<file path="src/rtl/rs_frame_pkg.sv">
// rs_frame_pkg: RS(68,60) framing constants and types shared by the converter, packer and decoder wrapper.
package rs_frame_pkg;
  localparam int RS_N = 68;
  localparam int RS_K = 60;
  localparam int RS_SYMBOL_WIDTH = 8;
  localparam int RS_TOTAL_BITS = RS_N * RS_SYMBOL_WIDTH;
  typedef logic [RS_SYMBOL_WIDTH-1:0] symbol_t;
  typedef enum logic {IDLE, COLLECT} packer_state_t;
endpackage

</file>
<file path="src/rtl/rs_symbol_packer_if.sv">
// rs_symbol_packer_if: serial bit input and framed symbol output of the RS symbol packer.
interface rs_symbol_packer_if
  import rs_frame_pkg::*;
#(
  parameter int N = RS_N,
  parameter int SYMBOL_WIDTH = RS_SYMBOL_WIDTH,
  parameter int CW_COUNT_WIDTH = 16
);
  logic bit_in;
  logic bit_in_valid;
  logic [SYMBOL_WIDTH-1:0] symbol_out;
  logic symbol_out_valid;
  logic symbol_sop;
  logic symbol_eop;
  logic symbol_is_parity;
  logic [$clog2(N)-1:0] symbol_index;
  logic frame_error;
  logic [CW_COUNT_WIDTH-1:0] codeword_count;
  modport master (
    output bit_in, bit_in_valid,
    input symbol_out, symbol_out_valid, symbol_sop, symbol_eop, symbol_is_parity,
    input symbol_index, frame_error, codeword_count
  );
  modport slave (
    input bit_in, bit_in_valid,
    output symbol_out, symbol_out_valid, symbol_sop, symbol_eop, symbol_is_parity,
    output symbol_index, frame_error, codeword_count
  );
endinterface

</file>
<file path="src/rtl/rs_symbol_packer.sv">
// rs_symbol_packer: packs an LSB-first serial bit stream into RS symbols framed as N-symbol codewords,
// discarding any partial codeword that stalls for GAP_TIMEOUT idle cycles.
module rs_symbol_packer
  import rs_frame_pkg::*;
#(
  parameter int N = RS_N,
  parameter int K = RS_K,
  parameter int SYMBOL_WIDTH = RS_SYMBOL_WIDTH,
  parameter int GAP_TIMEOUT = 16,
  parameter int CW_COUNT_WIDTH = 16
) (
  input logic clk,
  input logic rstn,
  rs_symbol_packer_if.slave bus
);
  localparam int IW = $clog2(N);
  localparam int BW = $clog2(SYMBOL_WIDTH);
  packer_state_t state;
  logic [BW-1:0] bit_cnt;
  logic [IW-1:0] sym_cnt;
  logic [7:0] gap_cnt;
  logic [SYMBOL_WIDTH-1:0] acc;
  logic [SYMBOL_WIDTH-1:0] shifted;
  logic sym_done;
  logic cw_done;
  // Shifting in at the MSB places the k-th accepted bit at position k once the symbol is full.
  assign shifted = {bus.bit_in, acc[SYMBOL_WIDTH-1:1]};
  assign sym_done = bit_cnt == BW'(SYMBOL_WIDTH - 1);
  assign cw_done = sym_cnt == IW'(N - 1);
  always_ff @(posedge clk or negedge rstn) begin
    if (!rstn) begin
      state <= IDLE;
      bit_cnt <= '0;
      sym_cnt <= '0;
      gap_cnt <= '0;
      acc <= '0;
      bus.symbol_out <= '0;
      bus.symbol_out_valid <= 1'b0;
      bus.symbol_sop <= 1'b0;
      bus.symbol_eop <= 1'b0;
      bus.symbol_is_parity <= 1'b0;
      bus.symbol_index <= '0;
      bus.frame_error <= 1'b0;
      bus.codeword_count <= '0;
    end else begin
      bus.symbol_out_valid <= 1'b0;
      bus.symbol_sop <= 1'b0;
      bus.symbol_eop <= 1'b0;
      bus.symbol_is_parity <= 1'b0;
      bus.symbol_index <= '0;
      bus.frame_error <= 1'b0;
      if (bus.bit_in_valid) begin
        gap_cnt <= '0;
        acc <= shifted;
        bit_cnt <= sym_done ? '0 : bit_cnt + 1'b1;
        state <= (sym_done && cw_done) ? IDLE : COLLECT;
        if (sym_done) begin
          bus.symbol_out <= shifted;
          bus.symbol_out_valid <= 1'b1;
          bus.symbol_sop <= sym_cnt == '0;
          bus.symbol_eop <= cw_done;
          bus.symbol_is_parity <= sym_cnt >= IW'(K);
          bus.symbol_index <= sym_cnt;
          sym_cnt <= cw_done ? '0 : sym_cnt + 1'b1;
          if (cw_done) bus.codeword_count <= bus.codeword_count + 1'b1;
        end
      end else if (state == COLLECT) begin
        if (gap_cnt == 8'(GAP_TIMEOUT - 1)) begin
          bus.frame_error <= 1'b1;
          state <= IDLE;
          gap_cnt <= '0;
          bit_cnt <= '0;
          sym_cnt <= '0;
          acc <= '0;
        end else begin
          gap_cnt <= gap_cnt + 1'b1;
        end
      end
    end
  end
endmodule

</file>
<file path="src/flat_wrapper.sv">
// flat-port wrapper written by rule: the top's interface ports become plain ports
module rs_symbol_packer_flat import rs_frame_pkg::*;
#(
  parameter int N = RS_N,
  parameter int K = RS_K,
  parameter int SYMBOL_WIDTH = RS_SYMBOL_WIDTH,
  parameter int GAP_TIMEOUT = 16,
  parameter int CW_COUNT_WIDTH = 16
)
  (clk, rstn, bus_bit_in, bus_bit_in_valid, bus_symbol_out, bus_symbol_out_valid, bus_symbol_sop, bus_symbol_eop, bus_symbol_is_parity, bus_symbol_index, bus_frame_error, bus_codeword_count);
  rs_symbol_packer_if #(.N(N), .SYMBOL_WIDTH(SYMBOL_WIDTH), .CW_COUNT_WIDTH(CW_COUNT_WIDTH)) bus_i ();
  input logic clk;
  input logic rstn;
  input wire logic [$bits(bus_i.bit_in)-1:0] bus_bit_in;
  input wire logic [$bits(bus_i.bit_in_valid)-1:0] bus_bit_in_valid;
  output wire logic [$bits(bus_i.symbol_out)-1:0] bus_symbol_out;
  output wire logic [$bits(bus_i.symbol_out_valid)-1:0] bus_symbol_out_valid;
  output wire logic [$bits(bus_i.symbol_sop)-1:0] bus_symbol_sop;
  output wire logic [$bits(bus_i.symbol_eop)-1:0] bus_symbol_eop;
  output wire logic [$bits(bus_i.symbol_is_parity)-1:0] bus_symbol_is_parity;
  output wire logic [$bits(bus_i.symbol_index)-1:0] bus_symbol_index;
  output wire logic [$bits(bus_i.frame_error)-1:0] bus_frame_error;
  output wire logic [$bits(bus_i.codeword_count)-1:0] bus_codeword_count;
  assign bus_i.bit_in = bus_bit_in;
  assign bus_i.bit_in_valid = bus_bit_in_valid;
  assign bus_symbol_out = bus_i.symbol_out;
  assign bus_symbol_out_valid = bus_i.symbol_out_valid;
  assign bus_symbol_sop = bus_i.symbol_sop;
  assign bus_symbol_eop = bus_i.symbol_eop;
  assign bus_symbol_is_parity = bus_i.symbol_is_parity;
  assign bus_symbol_index = bus_i.symbol_index;
  assign bus_frame_error = bus_i.frame_error;
  assign bus_codeword_count = bus_i.codeword_count;
  rs_symbol_packer #(.N(N), .K(K), .SYMBOL_WIDTH(SYMBOL_WIDTH), .GAP_TIMEOUT(GAP_TIMEOUT), .CW_COUNT_WIDTH(CW_COUNT_WIDTH)) u_core (.clk(clk), .rstn(rstn), .bus(bus_i));
endmodule
</file>
<file path="config.mk">
export PLATFORM = sky130hd
export DESIGN_NAME = rs_symbol_packer_flat
export DESIGN_NICKNAME = d
export VERILOG_FILES = /design/src/rtl/rs_frame_pkg.sv /design/src/rtl/rs_symbol_packer_if.sv /design/src/rtl/rs_symbol_packer.sv /design/src/flat_wrapper.sv
export SDC_FILE = /design/constraint.sdc
export NUM_CORES = 1
export LEC_CHECK = 0
export ABC_AREA = 1
export CORE_MARGIN = 2
export CORE_UTILIZATION = 30
export DETAILED_ROUTE_END_ITERATION = 10
export GPL_TIMING_DRIVEN = 0
export PLACE_DENSITY = 0.61
export SLEW_MARGIN = 20
export SYNTH_ARGS = -nofsm -noshare
export SYNTH_HDL_FRONTEND = slang
export SYNTH_SLANG_ARGS = --single-unit
</file>
<file path="constraint.sdc">
create_clock -name clk -period 3.9 [get_ports clk]
set_input_delay 0.39 -clock clk [delete_from_list [all_inputs] [get_ports clk]]
set_output_delay 0.39 -clock clk [all_outputs]
set_load 0.02 [all_outputs]
</file>
==> summary.md <==
| Metric | Value |
|---|---|
| Status | completed |
| Crit path arrival time | 1410 ps |
| Crit-path cells | clkdlybuf4s50_1 |
| Slowest stage delay, CP | 640 ps |
| Critical path capture point type | output port |
| Fin Setup TNS | 0 ps |
| Multi-input logic area | 1184 µm² |
| Mapped Cells | 335 |
| # DRC | 0 |
| Number of fill cells in the layout | 974 |
| Die Footprint | 10430 µm² |
| Aggregate global routing overflow | 0 |
| Switch share | 32.46% |
| Register area | 1551 µm² |
| Top-count cell post-synth | nand2_1 |
| Critical path buffers and inverters | 1 |
| Fraction of layout cells with a size suffix above 1 | 8.718% |
| Area delta synth->final | 26.34% |
| Final Max Tran Viols | 0 |
| Core Area | 9284 µm² |
| Placed instance area | 3465 µm² |
| Post-synth EDFFs | 0 |
| CP top delay family | buffers and inverters |
| Worst Skew | 6.622 ps |
| Max_cap viols | 0 |
| Top cells by area, synth | dfrtp_1 (54%), nand2_1 (16%), nor2_1 (5.2%) |
| Period minus WS final | 1804 ps |
| Diode count | 0 |
| RePlAce Congestion | 0.8476 |
| Combinational share of power | 24.5% |
| Detailed placer's ending HPWL | 4.243 mm |
| Cts bufs inserted | 9 |
| Vias per cell | 4.328 |
| WHS | 468.4 ps |
| Clk root buf | clkbuf_8 |
| Initial Util | 31.11% |
| Routed WL | 5.837 mm |
| Top cells by instance count after synthesis | nand2_1 (120), dfrtp_1 (62), nor2_1 (40) |
| Final net count | 397 |
| Crit path max fanout | 5 |
| Die Span X | 102.1 µm |
| Leakage | 1.760 nW |
| Worst skew pair latency | 340 ps |
| CTS tree | yes |
| Fraction of registers with async set/reset | 100.0% |
| Fmax | 554.4 MHz |
| WS Path Type | flop to output port |
| Routed Antenna Nets | 0 |
| First-pass GRT wire length | 10.30 mm |
| Initial DRC count | 110 |
| H-tree depth | 3 |
| #FFs+latches synth | 62 |
| Seq/Total Area, Yosys | 53.73% |
| Final instance area | 3649 µm² |
| RSZ-0062 raised after global routing | false |
| Period utilization | 46.25% |
| Worst-margin pin slew | 497.7 ps |
| DR WL/cell | 11.25 µm |
| Vias | 2246 |
| Synth Flop Type | dfrtp_1 |
| Startpoint class of the critical path | flop |
| Yosys top cell area share | 53.73% |
| Post-CTS Resized | 0 |
| Post-CTS Setup Bufs | 0 |
| Part of the power in registers | 47.3% |
| Post-synth cell types | 33 |
| # setup viols final | 0 |
| Synth Area per Inst | 8.620 µm² |
| Final hold vios | 0 |
| Slowest CP cell | clkdlybuf4s50_1 |
| Critical path data required time | 3510 ps |
| Net switching power | 0.5814 mW |
| Mapped Nets | 345 |
| Post-CTS Hold Buffers | 1 |
| Placement Rows | 35 |
| PwrDens | 490.9 nW/µm² |
| Port buffer count | 39 |
| Clk buf depth | 2 |
| # IOs | 40 |
| Vias in the first global route | 2229 |
| Worst-path clk slew | 60 ps |
| Share of total power in the clock network | 28.2% |
| Leading area contributor after synthesis | dfrtp_1 |
| Worst min-delay path category | primary input to async pin |
| Largest net degree at the start of global routing | 46 |
| Mapped Area | 2888 µm² |
| Yosys warnings | 0 |
| Pre-antenna DRT Iters | 4 |
| Initial antenna violation count | 0 |
| VDD IR-drop max | 322.1 µV |
| Max_slew headroom | 66.82% |
| Clock sinks | 62 |
| Die Y | 102.1 µm |
| Pint | 1.210 mW |
| Total GRT Usage | 12.53% |
==> power by group through the flow <==
stage	clock, mW	combinational [mW]	sequential (mW)
after floorplan	0	0.236	0.892
after global placement	0	0.431	0.857
after detailed placement	0	0.444	0.859
after CTS	0.526	0.446	0.848
after global routing	0.554	0.500	0.864
final	0.504	0.439	0.848
==> metrics by stage <==
| step | std cells | utilization [%] | setup slack (ps) | power, mW |
|---|---|---|---|---|
| finish | 519 | 39.30 | 2096 | 1.791 |
| global route | 519 | 39.30 | 2021 | 1.918 |
| CTS | 519 | 39.30 | 2079 | 1.820 |
| detailed placement | 504 | 37.32 | 2010 | 1.302 |
| global placement | 503 | 37.05 | 415.4 | 1.287 |
| floorplan | 335 | - | 2427 | 1.128 |
==> registers in the layout, summed over array words and instances (netlist names) <==
register,cells
u_core.bus.codeword_count,16
u_core.state,1
u_core.bit_cnt,3
u_core.bus.symbol_sop,1
u_core.sym_cnt,7
u_core.bus.symbol_index,7
u_core.bus.symbol_out_valid,1
u_core.bus.symbol_eop,1
u_core.acc,7
u_core.bus.symbol_is_parity,1
u_core.gap_cnt,8
u_core.bus.symbol_out,8
u_core.bus.frame_error,1
==> metal layers <==
metal,up-vias,part of all wire (%),global-route usage (%)
li1,1148,-,-
met4,0,0.67,2.769
met3,4,4.1,4.788
met1,1051,47,15.65
met2,43,48,20.75
met5,-,0,0
==> layout by cell type (no fill, tap or decap), types with 5 or more instances in the layout <==
| cell | n |
|---|---|
| nand2_1 | 120 |
| dfrtp_1 | 62 |
| nor2_1 | 40 |
| clkdlybuf4s50_1 | 38 |
| inv_1 | 29 |
| o21ai_0 | 14 |
| nand3_1 | 12 |
| clkbuf_8 | 12 |
| xor2_1 | 8 |
| ha_1 | 6 |
| o21ai_1 | 5 |
| xnor2_1 | 5 |
==> cell families (layout without fill, tap and decap cells) <==
group / Yosys count / after routing / share of synthesized area [%]
simple gates: 192 / 192 / 29.42
buf+inv: 36 / 91 / 5.285
compound gates: 26 / 26 / 5.026
flops: 62 / 62 / 53.73
xor+xnor: 13 / 13 / 3.943
fa+ha+maj: 6 / 6 / 2.600
==> worst paths after layout <==
| check | from | to | slack [ps] | cells after the start |
|---|---|---|---|---|
| setup / recovery | u_core.bus.codeword_count[0] | bus_codeword_count[0] | 2100 | 1 |
| hold / removal | rstn | u_core.bus.codeword_count[2] | 470 | 2 |
| setup reg to reg | u_core.bit_cnt[0] | u_core.bus.symbol_out[4] | 2230 | 6 |
| hold reg to reg | u_core.bit_cnt[2] | u_core.bit_cnt[2] | 480 | 2 |
| max in group asynchronous | rstn | u_core.bus.codeword_count[13] | 2940 | 3 |
| min in group clk | u_core.bit_cnt[2] | u_core.bit_cnt[2] | 480 | 2 |
==> layout make-up <==
type / instances / area share (%)
tap: 129 / 4.424
clock inverter: 1 / 0.1372
sequential: 62 / 42.52
timing repair buffer: 41 / 11.66
inverter: 31 / 3.189
clock buffer: 13 / 4.630
buffer: 5 / 0.9945
multi-input combinational: 237 / 32.44
(Power assumes the default switching activity.)
